<file path="config.mk">
export PLATFORM = sky130hd
export DESIGN_NAME = ssd_scan_ctrl
export DESIGN_NICKNAME = d
export VERILOG_FILES = /design/src/rtl/ssd_scan_ctrl.sv
export SDC_FILE = /design/constraint.sdc
export NUM_CORES = 1
export LEC_CHECK = 0
export BUFFER_PORTS_ARGS = -buffer_cell sky130_fd_sc_hd__buf_4
export CORE_ASPECT_RATIO = 1.75
export CORE_MARGIN = 2
export CORE_UTILIZATION = 45
export DETAILED_ROUTE_END_ITERATION = 10
export PLACE_DENSITY = 0.77
export SYNTH_ARGS = -nofsm -noshare
export SYNTH_HDL_FRONTEND = slang
export SYNTH_SLANG_ARGS = --single-unit
</file>
<file path="constraint.sdc">
create_clock -name clk -period 3.34 [get_ports clk]
set_clock_uncertainty 0.1 [all_clocks]
set_input_delay 0.334 -clock clk [delete_from_list [all_inputs] [get_ports clk]]
set_output_delay 0.334 -clock clk [all_outputs]
set_load 0.005 [all_outputs]
</file>
<file path="src/rtl/ssd_scan_ctrl.sv">
// Multiplexed seven-segment scan controller: shadows the digit codes, steps
// through the digits at a fixed rate and drives active-low segment/anode lines.
module ssd_scan_ctrl #(
    parameter int NUM_DIGITS = 4,
    parameter int SCAN_DIV   = 50000,
    parameter int HEX_MODE   = 0
) (
    input  logic                      clk,
    input  logic                      rst,
    input  logic [4*NUM_DIGITS-1:0]   digits,
    input  logic                      load,
    input  logic [NUM_DIGITS-1:0]     dp_en,
    input  logic [NUM_DIGITS-1:0]     blank,
    input  logic                      lz_en,
    output logic [7:0]                segs,
    output logic [NUM_DIGITS-1:0]     an,
    output logic                      scan_tick
);

    localparam int PRESC_W = $clog2(SCAN_DIV);
    localparam int IDX_W   = (NUM_DIGITS > 1) ? $clog2(NUM_DIGITS) : 1;
    localparam logic [PRESC_W-1:0] PRESC_LAST = PRESC_W'(SCAN_DIV - 1);
    localparam logic [IDX_W-1:0]   IDX_LAST   = IDX_W'(NUM_DIGITS - 1);

    logic [PRESC_W-1:0]        presc_r;
    logic [IDX_W-1:0]          idx_r;
    logic [4*NUM_DIGITS-1:0]   dig_r;
    logic [NUM_DIGITS-1:0]     dp_r;
    logic [NUM_DIGITS-1:0]     blank_r;
    logic [7:0]                segs_r;
    logic [NUM_DIGITS-1:0]     an_r;
    logic                      tick_r;

    logic                      wrap_s;
    logic [NUM_DIGITS-1:0]     lz_zero_s;
    logic [3:0]                code_s;
    logic                      hide_s;
    logic [7:0]                segs_s;
    logic [NUM_DIGITS-1:0]     an_s;

    // Active-low a..g pattern for one code; dp is handled separately.
    function automatic logic [6:0] seg_decode(input logic [3:0] code);
        logic [6:0] pat;
        case (code)
            4'h0:    pat = 7'b0000001;
            4'h1:    pat = 7'b1001111;
            4'h2:    pat = 7'b0010010;
            4'h3:    pat = 7'b0000110;
            4'h4:    pat = 7'b1001100;
            4'h5:    pat = 7'b0100100;
            4'h6:    pat = 7'b0100000;
            4'h7:    pat = 7'b0001111;
            4'h8:    pat = 7'b0000000;
            4'h9:    pat = 7'b0000100;
            4'hA:    pat = (HEX_MODE != 0) ? 7'b0001000 : 7'b0111000;
            4'hB:    pat = (HEX_MODE != 0) ? 7'b1100000 : 7'b0111000;
            4'hC:    pat = (HEX_MODE != 0) ? 7'b0110001 : 7'b0111000;
            4'hD:    pat = (HEX_MODE != 0) ? 7'b1000010 : 7'b0111000;
            4'hE:    pat = (HEX_MODE != 0) ? 7'b0110000 : 7'b0111000;
            4'hF:    pat = 7'b0111000;
            default: pat = 7'b1111111;
        endcase
        return pat;
    endfunction

    assign wrap_s = (presc_r == PRESC_LAST);

    // lz_zero_s[i] is set when shadow digits i..NUM_DIGITS-1 are all zero.
    always_comb begin
        lz_zero_s = '0;
        lz_zero_s[NUM_DIGITS-1] = (dig_r[4*(NUM_DIGITS-1) +: 4] == 4'd0);
        for (int i = NUM_DIGITS - 2; i >= 0; i--) begin
            lz_zero_s[i] = lz_zero_s[i+1] && (dig_r[4*i +: 4] == 4'd0);
        end
    end

    // Next segment/anode pattern for the digit currently selected by idx_r.
    always_comb begin
        code_s = dig_r[4*idx_r +: 4];
        hide_s = blank_r[idx_r] || (lz_en && (idx_r != '0) && lz_zero_s[idx_r]);
        segs_s = hide_s ? 8'hFF : {seg_decode(code_s), ~dp_r[idx_r]};
        an_s   = '1;
        for (int i = 0; i < NUM_DIGITS; i++) begin
            an_s[i] = (idx_r != IDX_W'(i));
        end
    end

    // Prescaler, digit index, shadow registers and registered outputs.
    always_ff @(posedge clk) begin
        if (rst) begin
            presc_r <= '0;
            idx_r   <= '0;
            dig_r   <= '0;
            dp_r    <= '0;
            blank_r <= '0;
            segs_r  <= 8'hFF;
            an_r    <= '1;
            tick_r  <= 1'b0;
        end else begin
            if (wrap_s) begin
                presc_r <= '0;
                idx_r   <= (idx_r == IDX_LAST) ? '0 : idx_r + IDX_W'(1);
            end else begin
                presc_r <= presc_r + PRESC_W'(1);
                idx_r   <= idx_r;
            end
            if (load) begin
                dig_r   <= digits;
                dp_r    <= dp_en;
                blank_r <= blank;
            end else begin
                dig_r   <= dig_r;
                dp_r    <= dp_r;
                blank_r <= blank_r;
            end
            tick_r <= wrap_s;
            segs_r <= segs_s;
            an_r   <= an_s;
        end
    end

    assign segs      = segs_r;
    assign an        = an_r;
    assign scan_tick = tick_r;

endmodule
</file>
==> out/metrics.cfg, run 1 <==
[sta]
fmax_mhz=434
finalCritPeriodShare_pct=68.9
fin_crit_ns=2.30
finalHoldViolations=0
slew_violations=0
final-setup-viol-count=0
rsz0062_at_grt=false
slew_headroom_pct=60.5
fin_tns_setup_ns=0
tightest_slew_ns=0.592

[yosys]
synthesis.area_um2=2440
yosys_warnings=0
netlist_instances=240
ys_seq_elements=55
synth_top_area_share_pct=45.1
yosysUniqueCellTypes=40
yosysSeqAreaShare_pct=45.1
synth_top_cell_by_area=dfxtp_1
synth.area.top_cells=dfxtp_1 (45%), mux2i_1 (9.8%), nor2_1 (6.5%)
syn_nets=279
syn_avg_cell_area_um2=10.2

[drt]
wire_per_inst_um=14.5
drc=0
final_antenna_net_count=0
drtIter0Drc=49
drtPass1Iterations=4
routed_via_density=5.49
routed_wl_mm=4.75
vias=1795

[global_route]
grt_pass1_wl_mm=7.94
grt_usage_pct=17.3
grt_max_degree=34
grt_pass1_vias=1811
grt_overflow=0
antenna_found_initial=0

[critical_path]
r2r_start=idx_r[0]
regToRegSetupSlack_ns=1.04
critical_path.max_fanout=13
crit_start=idx_r[0]
r2r-end=segs[4]
rr_worst_depth=4
crit_required_ns=3.42
criticalPathCategory=flop to flop
end_kind=flop
worst_setup_path_start_kind=flop
cp.arrival_ns=2.38

[power_and_ir_drop]
ir_worst_vdd_uv=292
p_per_area_nw_per_um2=416
leakagePower_uw=0.00118

[hold_path]
hp-class=primary input to flop
min_from=digits[10]
holdPathStages=3
min_to=dig_r[10]

[clock_network]
cts_buffers=5
post_cts_buffers=0
cts_root_buf=clkbuf_8
clkLatencyLatePin_ns=0.31
hold_buffers=0
cts.sinks=55
cts_tree=built
cts.clk_slew.worst_paths_ns=0.09
clk_path_buf_depth=2
htreeDepth=2
ctsResizeCount=0

[floorplan]
rows=35
die_w_um=59.7
coreArea_um2=5260
die_y_um=101
io_pins=41
initial_core_util_pct=46.5
die_area_um2=6050

[cells_and_area]
fin_util_pct=53.5
drive_above_1_share_pct=18.4
layout_commonest_cell=dfxtp_1
final_nets=312
areaGrowthSynthToFinish_pct=15.1
layout_common_cells=dfxtp_1 (55), nor2_1 (42), buf_4 (40)
num_antenna_cells=0

[job]
maxCapViolCount=0

[placement]
place.gp.congestion=0.889
hpwl_mm=3.64
numPortBuffers=40

[run_status]
status=completed

through the flow:
stage | cells | total power (µW) | hold WS [ns] | worst slack, ns | instance area (µm²)
after floorplan | 240 | 794 | 0.314 | 1.34 | 2440
after global placement | 321 | 847 | 0.338 | 1.09 | 2740
after detailed placement | 321 | 851 | 0.352 | 1.04 | 2740
after CTS | 327 | 1180 | 0.157 | 1.02 | 2810
after global routing | 327 | 1220 | 0.166 | 0.889 | 2810
final | 327 | 1170 | 0.154 | 1.04 | 2810
cell usage after synthesis, drive strengths merged:
library cell / count
dfxtp: 55
nor2: 42
mux2i: 24
ha: 11
xor2: 10
nand3: 9
buf: 7
clkbuf: 7
inv: 7
mux4: 6
a21oi: 5
nand2: 5
nand2b: 5
nand4: 4
nor4: 4
o211ai: 4
o21ai: 4
and2b: 3
and4: 3
and3: 2
nand3b: 2
nor3b: 2
nor4bb: 2
o311ai: 2
o31ai: 2
or4: 2
xnor2: 2
a211o: 1
a21o: 1
a2bb2o: 1
mux2: 1
nor2b: 1
nor4b: 1
o2111ai: 1
or3: 1
or3b: 1
worst max-delay path, stage by stage, from the launching register on:
cell and delay [ns]:
dfxtp_1 0.68, mux4_1 0.79, or3b_1 0.43, o31ai_1 0.08, nand3_1 0.09
per-layer routing:
metal  vias up  GRT usage, %  share of wire, %
met3        11          4.34               3.2
met4         0          5.98               2.3
met2        37          34.1                58
met1       844          16.2                37
li1        903             -                 -
met5         -             0                 0
layout make-up:
cell class,count,area [µm²]
clock buffer,6,72.6
fill,487,2450
inverter,7,26.3
multi-input combinational,164,1240
sequential,55,1100
tap,55,68.8
timing repair buffer,40,300
cell families after synthesis:
kind of cell | synth area share [%]
flops | 45.1
xor+xnor | 4.31
simple gates | 18.9
fa+ha+maj | 5.64
mux | 16.1
buf+inv | 4.10
compound gates | 5.84
flip-flops by register name, indices dropped and copies added, names as in the netlist:
register / count
presc_r: 16
dig_r: 16
blank_r: 4
segs: 8
dp_r: 4
an: 4
idx_r: 2
scan_tick: 1
how the worst max path moves through the flow:
stage / end / slack (ns) / depth (start not counted)
after floorplan: segs[4] / 1.34 / 6
after global placement: segs[4] / 1.09 / 4
after detailed placement: segs[4] / 1.04 / 4
after CTS: segs[4] / 1.02 / 4
after global routing: segs[5] / 0.89 / 4
final: segs[4] / 1.04 / 4
power by group:
| group | switching (µW) | internal (µW) |
|---|---|---|
| clock network | 194 | 140 |
| logic | 56.1 | 72.5 |
| registers | 20.1 | 685 |
| total | 270 | 898 |
Note: power is estimated with default switching activity, not from simulation.
==> inputs of run 2 (changes only) <==
Settings changed: PLACE_DENSITY 0.77 to 0.8.
Clock period 3.34 ns to 1.9 ns, I/O delays scaled along.
==> out/metrics.cfg, run 2 (same netlist as run 1, synthesis figures left out) <==
[run_status]
status=completed

[sta]
rsz0062_at_grt=false
fmax_mhz=544  ; +25%
final-setup-viol-count=0  ; unchanged
slew_violations=0  ; unchanged
setup_slack_ns=0.0621  ; -0.976 ns
finalCritPeriodShare_pct=96.7  ; +28 points
finalHoldViolations=0  ; unchanged
hold-worst-slack_ns=0.00903  ; -0.145 ns
slew_headroom_pct=69.4  ; +8.9 points
tightest_slew_ns=0.455  ; -0.138 ns
fin_tns_setup_ns=0  ; unchanged
fin_crit_ns=1.84  ; -0.464 ns

[critical_path]
cp.arrival_ns=1.93  ; -0.45 ns
rr_worst_depth=5  ; +1
worst_setup_path_start_kind=flop
r2r_start=idx_r[0]
regToRegSetupSlack_ns=0.06  ; -0.98 ns
criticalPathCategory=flop to flop
r2r-end=segs[4]
path_cells=mux4_2 -> ha_2 -> and2b_2 -> o31ai_2 -> nand3_1
critical_path.max_fanout=5  ; -8
critPathSlowestCell=mux4_2
end_kind=flop
crit_required_ns=1.99  ; -1.43 ns
cp_slowest_stage_delay_ns=0.55  ; -0.24 ns

[global_route]
grt_overflow=0  ; unchanged
grt_pass1_wl_mm=8.17  ; +2.9%
grt_pass1_vias=1780  ; -1.7%
grt_max_degree=34  ; unchanged
antenna_found_initial=0  ; unchanged
grt_usage_pct=18.0  ; +0.69 points

[floorplan]
io_pins=41  ; unchanged
die_area_um2=6050  ; unchanged
initial_core_util_pct=46.5  ; unchanged
die_w_um=59.7  ; unchanged
coreArea_um2=5260  ; unchanged
die_y_um=101  ; unchanged
rows=35  ; unchanged

[drt]
drc=0  ; unchanged
drtIter0Drc=46  ; -6.1%
wire_per_inst_um=15.0  ; +3.1%
final_antenna_net_count=0  ; unchanged
vias=1857  ; +3.5%
drtPass1Iterations=4  ; unchanged
routed_via_density=5.48  ; -0.21%
routed_wl_mm=5.08  ; +6.8%

[job]
maxCapViolCount=0  ; unchanged

[hold_path]
hp-class=primary input to flop
min_from=digits[1]
holdPathStages=3  ; unchanged
min_to=dig_r[1]

[cells_and_area]
layout.area.seq_um2=1100  ; +0.34%
areaGrowthSynthToFinish_pct=19.0
layout_common_cells=dfxtp_1 (54), buf_4 (50), nor2_1 (42)
layout_commonest_cell=dfxtp_1
multi_input_area_um2=1240  ; +0.30%
fillers=476  ; -2.3%
num_antenna_cells=0  ; unchanged
drive_above_1_share_pct=23.9  ; +5.6 points
final_nets=322  ; +3.2%

[power_and_ir_drop]
leakagePower_uw=0.00124  ; +4.3%
p_per_area_nw_per_um2=729  ; +75%
ir_worst_vdd_uv=620  ; +110%

[clock_network]
clkLatencyLatePin_ns=0.31  ; about the same
clk_path_buf_depth=2  ; unchanged
hold_buffers=0  ; unchanged
cts.clk_slew.worst_paths_ns=0.10  ; about the same
htreeDepth=2  ; unchanged
cts_root_buf=clkbuf_8
cts.sinks=55  ; unchanged
cts_tree=built
cts_buffers=5  ; unchanged

[placement]
place.gp.congestion=0.923  ; +3.8%
numPortBuffers=40  ; unchanged
place_ws_ns=0.00312  ; -1.04 ns
hpwl_mm=3.80  ; +4.3%

## run 2: per-stage QoR
step	cell area, µm²	std cells	utilization, %	power, µW
final	2900	339	55.3	2120
after global routing	2900	339	55.3	2210
after CTS	2900	339	55.2	2140
after detailed placement	2810	330	53.4	1510
after global placement	2810	330	53.4	1500
after floorplan	2440	240	-	1400
## run 2: metal layers
layer | vias to the layer above | GRT usage, % | wire, µm
met2 | 46 | 33.7 | 2930
li1 | 926 | - | -
met1 | 869 | 18.1 | 1820
met5 | - | 0 | 0
met4 | 0 | 8.89 | 170
met3 | 16 | 3.19 | 148
## run 2: repair_timing
item / 4_1_cts / 5_1_grt
resized for setup: 0 / 5
buffers inserted: 1 / 0
endpoints found under the setup margin: 1 / 4
pin swaps: 0 / 0
## run 2: final cells by class
class	count	share of cell area (%)
Clock buffer	6	2.50
Clock inverter	2	0.431
Inverter	7	0.905
Multi-Input combinational cell	164	42.8
Sequential cell	55	38.0
Tap cell	55	2.37
Timing Repair Buffer	50	12.9
## run 2: how the worst max path moves through the flow
stage,startpoint,to,slack (ns),cells after the start
floorplan,idx_r[0],segs[4],0.001,6
finish,idx_r[0],segs[4],0.06,5
global route,idx_r[0],segs[4],0.02,5
global placement,idx_r[0],segs[4],0.08,4
detailed placement,idx_r[0],segs[4],0.003,6
CTS,idx_r[0],segs[5],0.006,4
## run 2: where the power goes
part	leakage [µW]	total [µW]	switching, µW	internal, µW
Clock	0.0000412	631	372	259
Sequential	0.000452	1240	33.8	1200
Combinational	0.000743	249	109	140
## run 2: critical path: cells and delay by family, from the launching register on
family	cells	cell delay [ns]
and+or+nand+nor	2	0.30
AOI/OAI and AO/OA	1	0.17
adders and majority gates	1	0.21
muxes	1	0.55
DFF	1	0.39
==> inputs of run 3 (changes only) <==
Settings changed: PLACE_DENSITY 0.8 to 0.69.
==> out/metrics.cfg, run 3 (same netlist as run 1, synthesis figures left out) <==
[critical_path]
end_kind=flop
crit_required_ns=1.98  ; about the same
worst_setup_path_start_kind=flop
cp.arrival_ns=1.91  ; -0.02 ns
criticalPathCategory=flop to flop
critical_path.max_fanout=4  ; -1

[clock_network]
cts.clk_slew.worst_paths_ns=0.09  ; about the same
htreeDepth=2  ; unchanged
cts_root_buf=clkbuf_8
cts.sinks=55  ; unchanged
hold_buffers=0  ; unchanged
clk_path_buf_depth=2  ; unchanged
cts_buffers=5  ; unchanged
cts_tree=built
clkLatencyLatePin_ns=0.30  ; about the same

[power_and_ir_drop]
ir_worst_vdd_uv=518  ; -16%
p_per_area_nw_per_um2=724  ; -0.66%
p_total_uw=2110  ; -0.14%
leakagePower_uw=0.00125  ; +0.89%

[sta]
finalHoldViolations=0  ; unchanged
hold-worst-slack_ns=0.0208  ; +0.0118 ns
final-setup-viol-count=0  ; unchanged
fin_crit_ns=1.83  ; -0.0124 ns
finalCritPeriodShare_pct=96.1  ; -0.65 points
fmax_mhz=548  ; +0.68%
slew_violations=0  ; unchanged
tightest_slew_ns=0.420  ; -0.0347 ns
slew_headroom_pct=71.8  ; +2.3 points
rsz0062_at_grt=true

[cells_and_area]
fillers=489  ; +2.7%
areaGrowthSynthToFinish_pct=19.6
num_antenna_cells=0  ; unchanged
final_nets=324  ; +0.62%
post-route-cell-area_um2=2920  ; +0.52%
fin_util_pct=55.5  ; +0.29 points
layout_commonest_cell=dfxtp_1
multi_input_area_um2=1240  ; -0.20%
layout_common_cells=dfxtp_1 (54), buf_4 (52), nor2_1 (42)
layout.area.seq_um2=1100  ; unchanged
drive_above_1_share_pct=24.2  ; +0.27 points

[floorplan]
die_y_um=101  ; unchanged
die_w_um=59.7  ; unchanged
coreArea_um2=5260  ; unchanged
rows=35  ; unchanged
die_area_um2=6050  ; unchanged
initial_core_util_pct=46.5  ; unchanged
io_pins=41  ; unchanged

[drt]
final_antenna_net_count=0  ; unchanged
vias=1850  ; -0.38%
routed_wl_mm=4.83  ; -4.7%
wire_per_inst_um=14.2  ; -5.0%
routed_via_density=5.44  ; -0.67%
drtIter0Drc=83  ; +80%
drc=0  ; unchanged
drtPass1Iterations=4  ; unchanged

[global_route]
grt_pass1_vias=1818  ; +2.1%
antenna_found_initial=0  ; unchanged
grt_pass1_wl_mm=8.16  ; -0.17%
grt_max_degree=34  ; unchanged
grt_overflow=0  ; unchanged
grt_usage_pct=17.7  ; -0.34 points

[placement]
place.gp.congestion=0.808  ; -12%
numPortBuffers=40  ; unchanged
hpwl_mm=3.67  ; -3.2%
post_dp_cell_area_um2=2820  ; +0.27%

[job]
maxCapViolCount=0  ; unchanged

[hold_path]
hp-class=primary input to flop

[run_status]
status=completed

-- run 3: cell types whose count changed in the layout (fill, tap and decap cells not counted), sizes merged --
cell and change:
buf +2, clkinvlp -1
-- run 3: through the flow --
stage	std cells	worst slack [ns]	setup TNS (ns)
floorplan	240	0.00147	0
global placement	331	0.0823	0
detailed placement	331	0.0367	0
CTS	338	0.0264	0
global route	340	-0.00392	-0.00392
finish	340	0.0745	0
-- run 3: cell type report --
cell class              instances  area share [%]
clock inverters                 1           0.171
multi-input cells             164            42.5
repair buffers                 52            13.4
inverters                       7           0.900
clock buffers                   6            2.83
well taps                      55            2.36
flip-flops and latches         55            37.8
-- run 3: routing by layer --
| layer | GRT usage [%] | vias to the layer above | part of all wire (%) |
|---|---|---|---|
| li1 | - | 930 | - |
| met1 | 18.6 | 868 | 38 |
| met4 | 8.55 | 0 | 2.7 |
| met3 | 3.70 | 11 | 3.8 |
| met2 | 31.9 | 41 | 55 |
| met5 | 0 | - | 0 |
-- run 3: critical path, stage by stage (launching register included) --
cell and delay [ns]:
dfxtp_4 0.38, mux4_2 0.54, ha_2 0.21, and2b_2 0.20, o31ai_1 0.19, nand3_1 0.09
-- run 3: path summary, 6_finish.rpt --
| check | to | depth (start not counted) | slack [ns] | startpoint |
|---|---|---|---|---|
| setup reg to reg | segs[4] | 5 | 0.07 | idx_r[0] |
| hold reg to reg | presc_r[0] | 1 | 0.37 | presc_r[0] |
| setup / recovery | segs[4] | 5 | 0.07 | idx_r[0] |
| hold / removal | dp_r[2] | 3 | 0.02 | dp_en[2] |
-- run 3: timing repair --
action                                  in CTS  in global routing
endpoints found under the setup margin       0                  6
gates resized for setup                      0                  4
buffers inserted                             0                  2
-- run 3: power breakdown --
group | internal (µW) | switching [µW] | leakage [µW] | total, µW
sequential | 1200 | 31.9 | 0.000452 | 1240
combinational | 140 | 103 | 0.000748 | 243
clock | 287 | 349 | 0.0000470 | 636
